### config.mk
export PLATFORM = sky130hd
export DESIGN_NAME = ca_cfar_detector
export DESIGN_NICKNAME = d
export VERILOG_FILES = /design/src/rtl/ca_cfar_detector_pkg.sv /design/src/rtl/cfar_window.sv /design/src/rtl/ca_cfar_detector.sv
export SDC_FILE = /design/constraint.sdc
export NUM_CORES = 2
export LEC_CHECK = 0
export BUFFER_PORTS_ARGS = -buffer_cell sky130_fd_sc_hd__buf_2
export CORE_AREA = 3 3 348 350
export CTS_CLUSTER_DIAMETER = 40
export DETAILED_ROUTE_END_ITERATION = 6
export DIE_AREA = 0 0 351 353
export GPL_TIMING_DRIVEN = 0
export HOLD_SLACK_MARGIN = 0.08
export PLACE_DENSITY = 0.68
export SETUP_SLACK_MARGIN = 0.3
export SYNTH_ARGS = -nofsm -noshare
export SYNTH_HDL_FRONTEND = slang
export SYNTH_HIERARCHICAL = 1
export SYNTH_SLANG_ARGS = --single-unit
### constraint.sdc
create_clock -name Clk_40 -period 24.2 [get_ports Clk_40]
set_input_delay 4.84 -clock Clk_40 [delete_from_list [all_inputs] [get_ports Clk_40]]
set_output_delay 4.84 -clock Clk_40 [all_outputs]
set_load 0.01 [all_outputs]
### src/rtl/ca_cfar_detector_pkg.sv
// Shared types and derived constants for the cell-averaging CFAR detector.
// Sizing helpers let the top and the window derive widths from REF/GUARD.
package ca_cfar_detector_pkg;

  typedef enum logic [1:0] {
    ST_IDLE = 2'd0,
    ST_FILL = 2'd1,
    ST_RUN  = 2'd2,
    ST_DONE = 2'd3
  } cfar_state_e;

  // Fraction bits of the Q12.4 threshold factor
  localparam int FRAC_W = 4;

  localparam int REF_DEF   = 8;
  localparam int GUARD_DEF = 1;

  function automatic int cfar_win_len(input int r, input int g);
    return 2 * r + 2 * g + 1;
  endfunction

  function automatic int cfar_latency(input int r, input int g);
    return r + g + 2;
  endfunction

  function automatic int cfar_log2_2r(input int r);
    return $clog2(2 * r);
  endfunction

  localparam int CFAR_W       = cfar_win_len(REF_DEF, GUARD_DEF);
  localparam int CFAR_L       = cfar_latency(REF_DEF, GUARD_DEF);
  localparam int CFAR_LOG2_2R = cfar_log2_2r(REF_DEF);

endpackage

### src/rtl/cfar_window.sv
// Sliding window of magnitude samples with running leading/lagging reference sums.
// Index 0 holds the newest sample; the CUT sits in the middle of the window.
module cfar_window
  import ca_cfar_detector_pkg::*;
#(
  parameter int DATA_W = 32,
  parameter int REF    = REF_DEF,
  parameter int GUARD  = GUARD_DEF
) (
  input  logic                                Clk_40,
  input  logic                                Rst,
  input  logic                                clear,
  input  logic                                shift,
  input  logic                                run,
  input  logic [DATA_W-1:0]                   din,
  output logic [DATA_W-1:0]                   cut,
  output logic [DATA_W+cfar_log2_2r(REF)-1:0] ref_sum,
  output logic                                cut_valid
);

  localparam int WIN   = cfar_win_len(REF, GUARD);
  localparam int SUM_W = DATA_W + cfar_log2_2r(REF) - 1;
  localparam int CUT_I = REF + GUARD;
  localparam int LAG_I = REF + 2 * GUARD;

  logic [DATA_W-1:0] win [WIN];
  logic [SUM_W-1:0]  s_lead;
  logic [SUM_W-1:0]  s_lag;
  logic [SUM_W-1:0]  lead_nxt;
  logic [SUM_W-1:0]  lag_nxt;

  // Incremental update: the cell entering each region is added, the leaving one removed
  always_comb begin
    lead_nxt = s_lead + SUM_W'(din) - SUM_W'(win[REF-1]);
    lag_nxt  = s_lag + SUM_W'(win[LAG_I]) - SUM_W'(win[WIN-1]);
  end

  always_ff @(posedge Clk_40 or posedge Rst) begin
    if (Rst) begin
      for (int i = 0; i < WIN; i++) win[i] <= '0;
      s_lead    <= '0;
      s_lag     <= '0;
      cut_valid <= 1'b0;
    end else if (clear) begin
      for (int i = 0; i < WIN; i++) win[i] <= '0;
      s_lead    <= '0;
      s_lag     <= '0;
      cut_valid <= 1'b0;
    end else begin
      cut_valid <= shift & run;
      if (shift) begin
        win[0] <= din;
        for (int i = 1; i < WIN; i++) win[i] <= win[i-1];
        s_lead <= lead_nxt;
        s_lag  <= lag_nxt;
      end
    end
  end

  assign cut     = win[CUT_I];
  assign ref_sum = {1'b0, s_lead} + {1'b0, s_lag};

endmodule

### src/rtl/ca_cfar_detector.sv
// CA-CFAR detector: sweep FSM, registered threshold compare, detection counter
// and PRF strobe realignment around the cfar_window shift register.
module ca_cfar_detector
  import ca_cfar_detector_pkg::*;
#(
  parameter int DATA_W    = 32,
  parameter int REF       = REF_DEF,
  parameter int GUARD     = GUARD_DEF,
  parameter int GATE_W    = 10,
  parameter int NUM_GATES = 800
) (
  input  logic              Clk_40,
  input  logic              Rst,
  input  logic              Prf_in,
  input  logic [DATA_W-1:0] Data_in,
  input  logic [15:0]       T,
  output logic              Target_flag,
  output logic [GATE_W-1:0] Target_gate,
  output logic              Prf_out,
  output logic [GATE_W-1:0] Det_count,
  output cfar_state_e       dbg_state
);

  localparam int LOG2_2R   = cfar_log2_2r(REF);
  localparam int L         = cfar_latency(REF, GUARD);
  localparam int SUM_W1    = DATA_W + LOG2_2R;
  localparam int PROD_W    = 16 + SUM_W1;
  localparam int SHIFT     = LOG2_2R + FRAC_W;
  localparam int FILL_LAST = 2 * (REF + GUARD) - 1;
  localparam int LAST_GATE = NUM_GATES - 1;

  cfar_state_e       state;
  logic [GATE_W-1:0] gate;
  logic [15:0]       t_q;
  logic [GATE_W-1:0] det_cnt;

  // Data_in is a valid-only stream with no backpressure: in FILL/RUN every
  // cycle without Prf_in carries exactly one accepted gate sample.
  logic              acc_v;
  logic              acc_run;
  logic [DATA_W-1:0] acc_d;
  logic [GATE_W-1:0] acc_gate;
  logic [GATE_W-1:0] cut_gate;

  logic [DATA_W-1:0] cut;
  logic [SUM_W1-1:0] ref_sum;
  logic              cut_valid;
  logic [PROD_W-1:0] lhs;
  logic [PROD_W-1:0] rhs;
  logic              hit;
  logic [L-1:0]      prf_sr;

  cfar_window #(
    .DATA_W (DATA_W),
    .REF    (REF),
    .GUARD  (GUARD)
  ) u_window (
    .Clk_40    (Clk_40),
    .Rst       (Rst),
    .clear     (Prf_in),
    .shift     (acc_v),
    .run       (acc_run),
    .din       (acc_d),
    .cut       (cut),
    .ref_sum   (ref_sum),
    .cut_valid (cut_valid)
  );

  // Full-width compare: CUT scaled by 2*REF and the Q12.4 fraction vs T * sum
  always_comb begin
    lhs = PROD_W'(cut) << SHIFT;
    rhs = PROD_W'(t_q) * PROD_W'(ref_sum);
    hit = cut_valid && (lhs > rhs);
  end

  always_ff @(posedge Clk_40 or posedge Rst) begin
    if (Rst) begin
      state       <= ST_IDLE;
      gate        <= '0;
      t_q         <= '0;
      det_cnt     <= '0;
      Det_count   <= '0;
      acc_v       <= 1'b0;
      acc_run     <= 1'b0;
      acc_d       <= '0;
      acc_gate    <= '0;
      cut_gate    <= '0;
      Target_flag <= 1'b0;
      Target_gate <= '0;
    end else begin
      acc_v       <= 1'b0;
      Target_flag <= 1'b0;
      if (Prf_in) begin
        // Restart: in-flight flags die here because acc_v/cut_valid/flag all clear
        state     <= ST_FILL;
        gate      <= '0;
        t_q       <= T;
        Det_count <= det_cnt;
        det_cnt   <= '0;
      end else begin
        if (hit) begin
          Target_flag <= 1'b1;
          Target_gate <= cut_gate;
          if (det_cnt != {GATE_W{1'b1}}) det_cnt <= det_cnt + 1'b1;
        end
        if (acc_v) cut_gate <= acc_gate - GATE_W'(REF + GUARD);
        unique case (state)
          ST_FILL: begin
            acc_v    <= 1'b1;
            acc_run  <= 1'b0;
            acc_d    <= Data_in;
            acc_gate <= gate;
            gate     <= gate + 1'b1;
            if (gate == GATE_W'(FILL_LAST)) state <= ST_RUN;
          end
          ST_RUN: begin
            acc_v    <= 1'b1;
            acc_run  <= 1'b1;
            acc_d    <= Data_in;
            acc_gate <= gate;
            if (gate == GATE_W'(LAST_GATE)) state <= ST_DONE;
            else gate <= gate + 1'b1;
          end
          ST_DONE: begin
            Det_count <= det_cnt;
            state     <= ST_IDLE;
          end
          default: ;
        endcase
      end
    end
  end

  always_ff @(posedge Clk_40 or posedge Rst) begin
    if (Rst) begin
      prf_sr  <= '0;
      Prf_out <= 1'b0;
    end else begin
      prf_sr  <= {prf_sr[L-2:0], Prf_in};
      Prf_out <= prf_sr[L-1];
    end
  end

  assign dbg_state = state;

endmodule

==> reports/metrics.csv <==
stage,metric,value,unit
die,Die Area,0.124,mm²
cts,CTS Buf Count,105,
drt,DR vias,42600,
cts,Max clock buf depth,3,
layout,area grow syn2layout,10.3,%
timing,worst slew pin tran,1.30,ns
synthesis,synth warn,6,
cts,clock latency on the worst-skew pair,0.73,ns
global_routing,initial antenna violation count,1,
worst_hold_path,Hold Path Depth,0,
synthesis,syn avg cell area,9.86,µm²
cts,Clock Pin Slew Worst Setup and Hold Paths,0.06,ns
synthesis,mux share of post-synthesis cell area,0.124,
timing,Max-slew headroom,0.130,
timing,RSZ-0062 raised after global routing,no,
cts,"Hold-fix buffers, CTS",0,
placement,I/O Buffers,74,
synthesis,post-synthesis adder-cell area fraction,0.240,
critical_path,Setup crit end kind,flop,
die,Die Span X,351,µm
synthesis,Post-Synthesis Cells,5981,
synthesis,largest family of logic cells by synthesized area,adder cells,
drt,drt drc,0,
synthesis,Post-synth ARST share,1.00,
run_status,status,"finished, final reports clean",
critical_path,r2r setup slk,10.54,ns
placement,HPWL after DPL,130,mm
drt,DR WL/cell,21.0,µm
timing,max-slew violation count,0,
critical_path,R2R cell count,44,
die,FP Rows,126,
drt,DR pass1 iterations,5,
synthesis,Yosys reg bits,804,
placement,Placed Instance Area,0.0615,mm²
critical_path,most frequent CP cell,fa_1,
synthesis,Compound-Gate Fraction of Synth Area,0.0652,
cts,H-tree lvl count,3,
timing,# setup viols final,0,
synthesis,Post-synth EDFFs,0,
placement,GPL Wtd Cong,0.961,
synthesis,Mapped Area,0.0590,mm²
cts,CTS tree,done,
global_routing,vias in the first global route,44600,
synthesis,simple-gate area share of the yosys netlist,0.133,
timing,final setup margin,10.54,ns
layout,post-layout net count,7027,
placement,setup slack after placement,10.57,ns
synthesis,post-synthesis net count,6839,
critical_path,worst-path fanout max,10,
die,Core Area,0.118,mm²
synthesis,Synth cell types,104,
critical_path,worst endpoint required time,24.79,ns
global_routing,grt ovf,0,
timing,crit path time final,13.66,ns
global_routing,overall routing resource usage,0.272,
drt,initial DRC count,3103,
cts,Root Buffer,clkbuf_16,
timing,Layout Skew,0.0315,ns
die,I/O pins,75,
synthesis,post-synthesis sequential area ratio,0.341,
layout,Final Util,0.551,
timing,"Hold Vio Cnt, Final",0,
worst_hold_path,min-delay worst type,reg2reg,
cts,Post-CTS Setup Inserts,0,
timing,Final period util,0.565,
drt,via/cell ratio,5.47,
global_routing,first-pass GRT wire length,261,mm
critical_path,"Largest stage delay, worst path",0.81,ns
die,DIE HEIGHT,353,µm
global_routing,pin count of the biggest net entering global routing,135,
timing,Peak Freq,73.2,MHz
drt,ANT nets after route,0,
synthesis,"Top FF cell, synth",dfrtp_1,
critical_path,startpoint types,flop,
drt,final WL,164,mm
layout,Final Cell Area,0.0650,mm²
critical_path,CP Class,reg2reg,
synthesis,Synth Area in XOR/XNOR,0.0202,
critical_path,"Arr. time, crit path",14.26,ns
critical_path,"Slowest-stage cell, CP",xnor2_1,
cts,Sinks on Clock Net,804,
die,Initial Util,0.500,
layout,proportion of layout cells with a drive suffix above 1,0.0731,
cts,CTS resizes,0,
flow_run,max_cap viols,0,
registers in the layout, indices dropped and copies added (netlist names), 2 cells and up:
register,count
Det_count,10
Target_gate,10
acc_d,32
acc_gate,10
cut_gate,10
dbg_state,2
det_cnt,10
gate,10
prf_sr,11
t_q,16
u_window/cut,32
u_window/s_lag,35
u_window/s_lead,35
u_window/win,576
cell usage after synthesis (7+ instances only):
library cell / instances / area (µm²)
inv_1: 821 / 3080
dfrtp_1: 804 / 20100
nor2_1: 798 / 3000
mux2i_1: 641 / 6420
fa_1: 539 / 10800
nand2_1: 538 / 2020
ha_1: 268 / 3350
clkbuf_1: 224 / 841
and2_1: 208 / 1300
a21oi_1: 176 / 881
o21ai_0: 86 / 430
xnor2_1: 76 / 666
a21o_1: 69 / 518
mux2_2: 68 / 766
buf_1: 66 / 248
xor2_1: 60 / 526
nand3_1: 37 / 185
nand4_1: 37 / 231
buf_4: 33 / 248
o21ai_1: 29 / 145
nor3_1: 27 / 135
a211oi_1: 26 / 195
and3_1: 23 / 144
a31oi_1: 22 / 138
nand2b_1: 20 / 125
o21a_1: 19 / 143
o31ai_1: 14 / 105
nor4_1: 13 / 81.3
o21bai_1: 12 / 90.1
nand3b_1: 11 / 82.6
nor2b_1: 11 / 68.8
mux2_4: 10 / 150
or3_1: 10 / 62.6
o211ai_1: 9 / 67.6
o22ai_1: 7 / 43.8
critical path, delay by kind of cell (launching register included):
kind,cells,cell delay [ns]
and+or+nand+nor,13,3.84
muxes,1,0.31
buffers and inverters,9,1.46
adders and majority gates,9,4.22
AOI/OAI and AO/OA,10,2.26
DFF,1,0.47
xor gates and xnor gates,2,0.97
area by class of cell:
class / count / area, µm²
diodes: 2 / 5.00
plain buffers: 336 / 1440
clock buffers: 122 / 2790
clock inverters: 68 / 759
fillers: 10300 / 53000
inverters: 822 / 3100
multi-input cells: 4019 / 34400
flip-flops and latches: 804 / 20100
well taps: 1536 / 1920
repair buffers: 81 / 551
cells in the final DEF, fill, tap and decap left out, types with 76 or more instances in the layout:
master / synthesis / routed
a21oi_1: 176 / 176
and2_1: 208 / 208
buf_2: 6 / 80
clkbuf_1: 224 / 232
clkbuf_16: 0 / 106
dfrtp_1: 804 / 804
fa_1: 539 / 539
ha_1: 268 / 268
inv_1: 821 / 819
mux2i_1: 641 / 641
nand2_1: 538 / 538
nor2_1: 798 / 797
o21ai_0: 86 / 86
xnor2_1: 76 / 76
per-stage QoR:
stage | hold slack, ns | TNS, ns | std cells
after global routing | 0.349 | 0 | 7788
final | 0.338 | 0 | 7790
after CTS | 0.331 | 0 | 7788
after global placement | 0.335 | -4673.94 | 7591
after floorplan | 0.331 | 0 | 5981
after detailed placement | 0.339 | 0 | 7598
worst paths after layout:
check | startpoint | endpoint
min in group asynchronous | Rst | u_window/cut_valid
hold / removal | prf_sr[0] | prf_sr[1]
setup / recovery | u_window/s_lead[1] | Target_gate[2]
max in group asynchronous | Rst | u_window/win[115]
hold reg to reg | prf_sr[0] | prf_sr[1]
setup reg to reg | u_window/s_lead[1] | Target_gate[2]
metal layers:
metal  part of all wire  wire, µm  up-vias  track usage
li1                   -         -    19500            -
met1               0.42     69200    21500        0.368
met2               0.47     77500     1265        0.441
met3              0.061     10000      311       0.0412
met4              0.044      7210        0        0.109
met5                  0         0        -            0
kinds of logic after synthesis:
| kind of cell | after synthesis |
|---|---|
| xor gates and xnor gates | 136 |
| and+or+nand+nor | 1778 |
| muxes | 720 |
| buffers and inverters | 1158 |
| DFF | 804 |
| adders and majority gates | 807 |
| AOI/OAI and AO/OA | 578 |
Power is not shown: default switching activity piles up to over one toggle a cycle in this logic, so the estimate is an artifact.
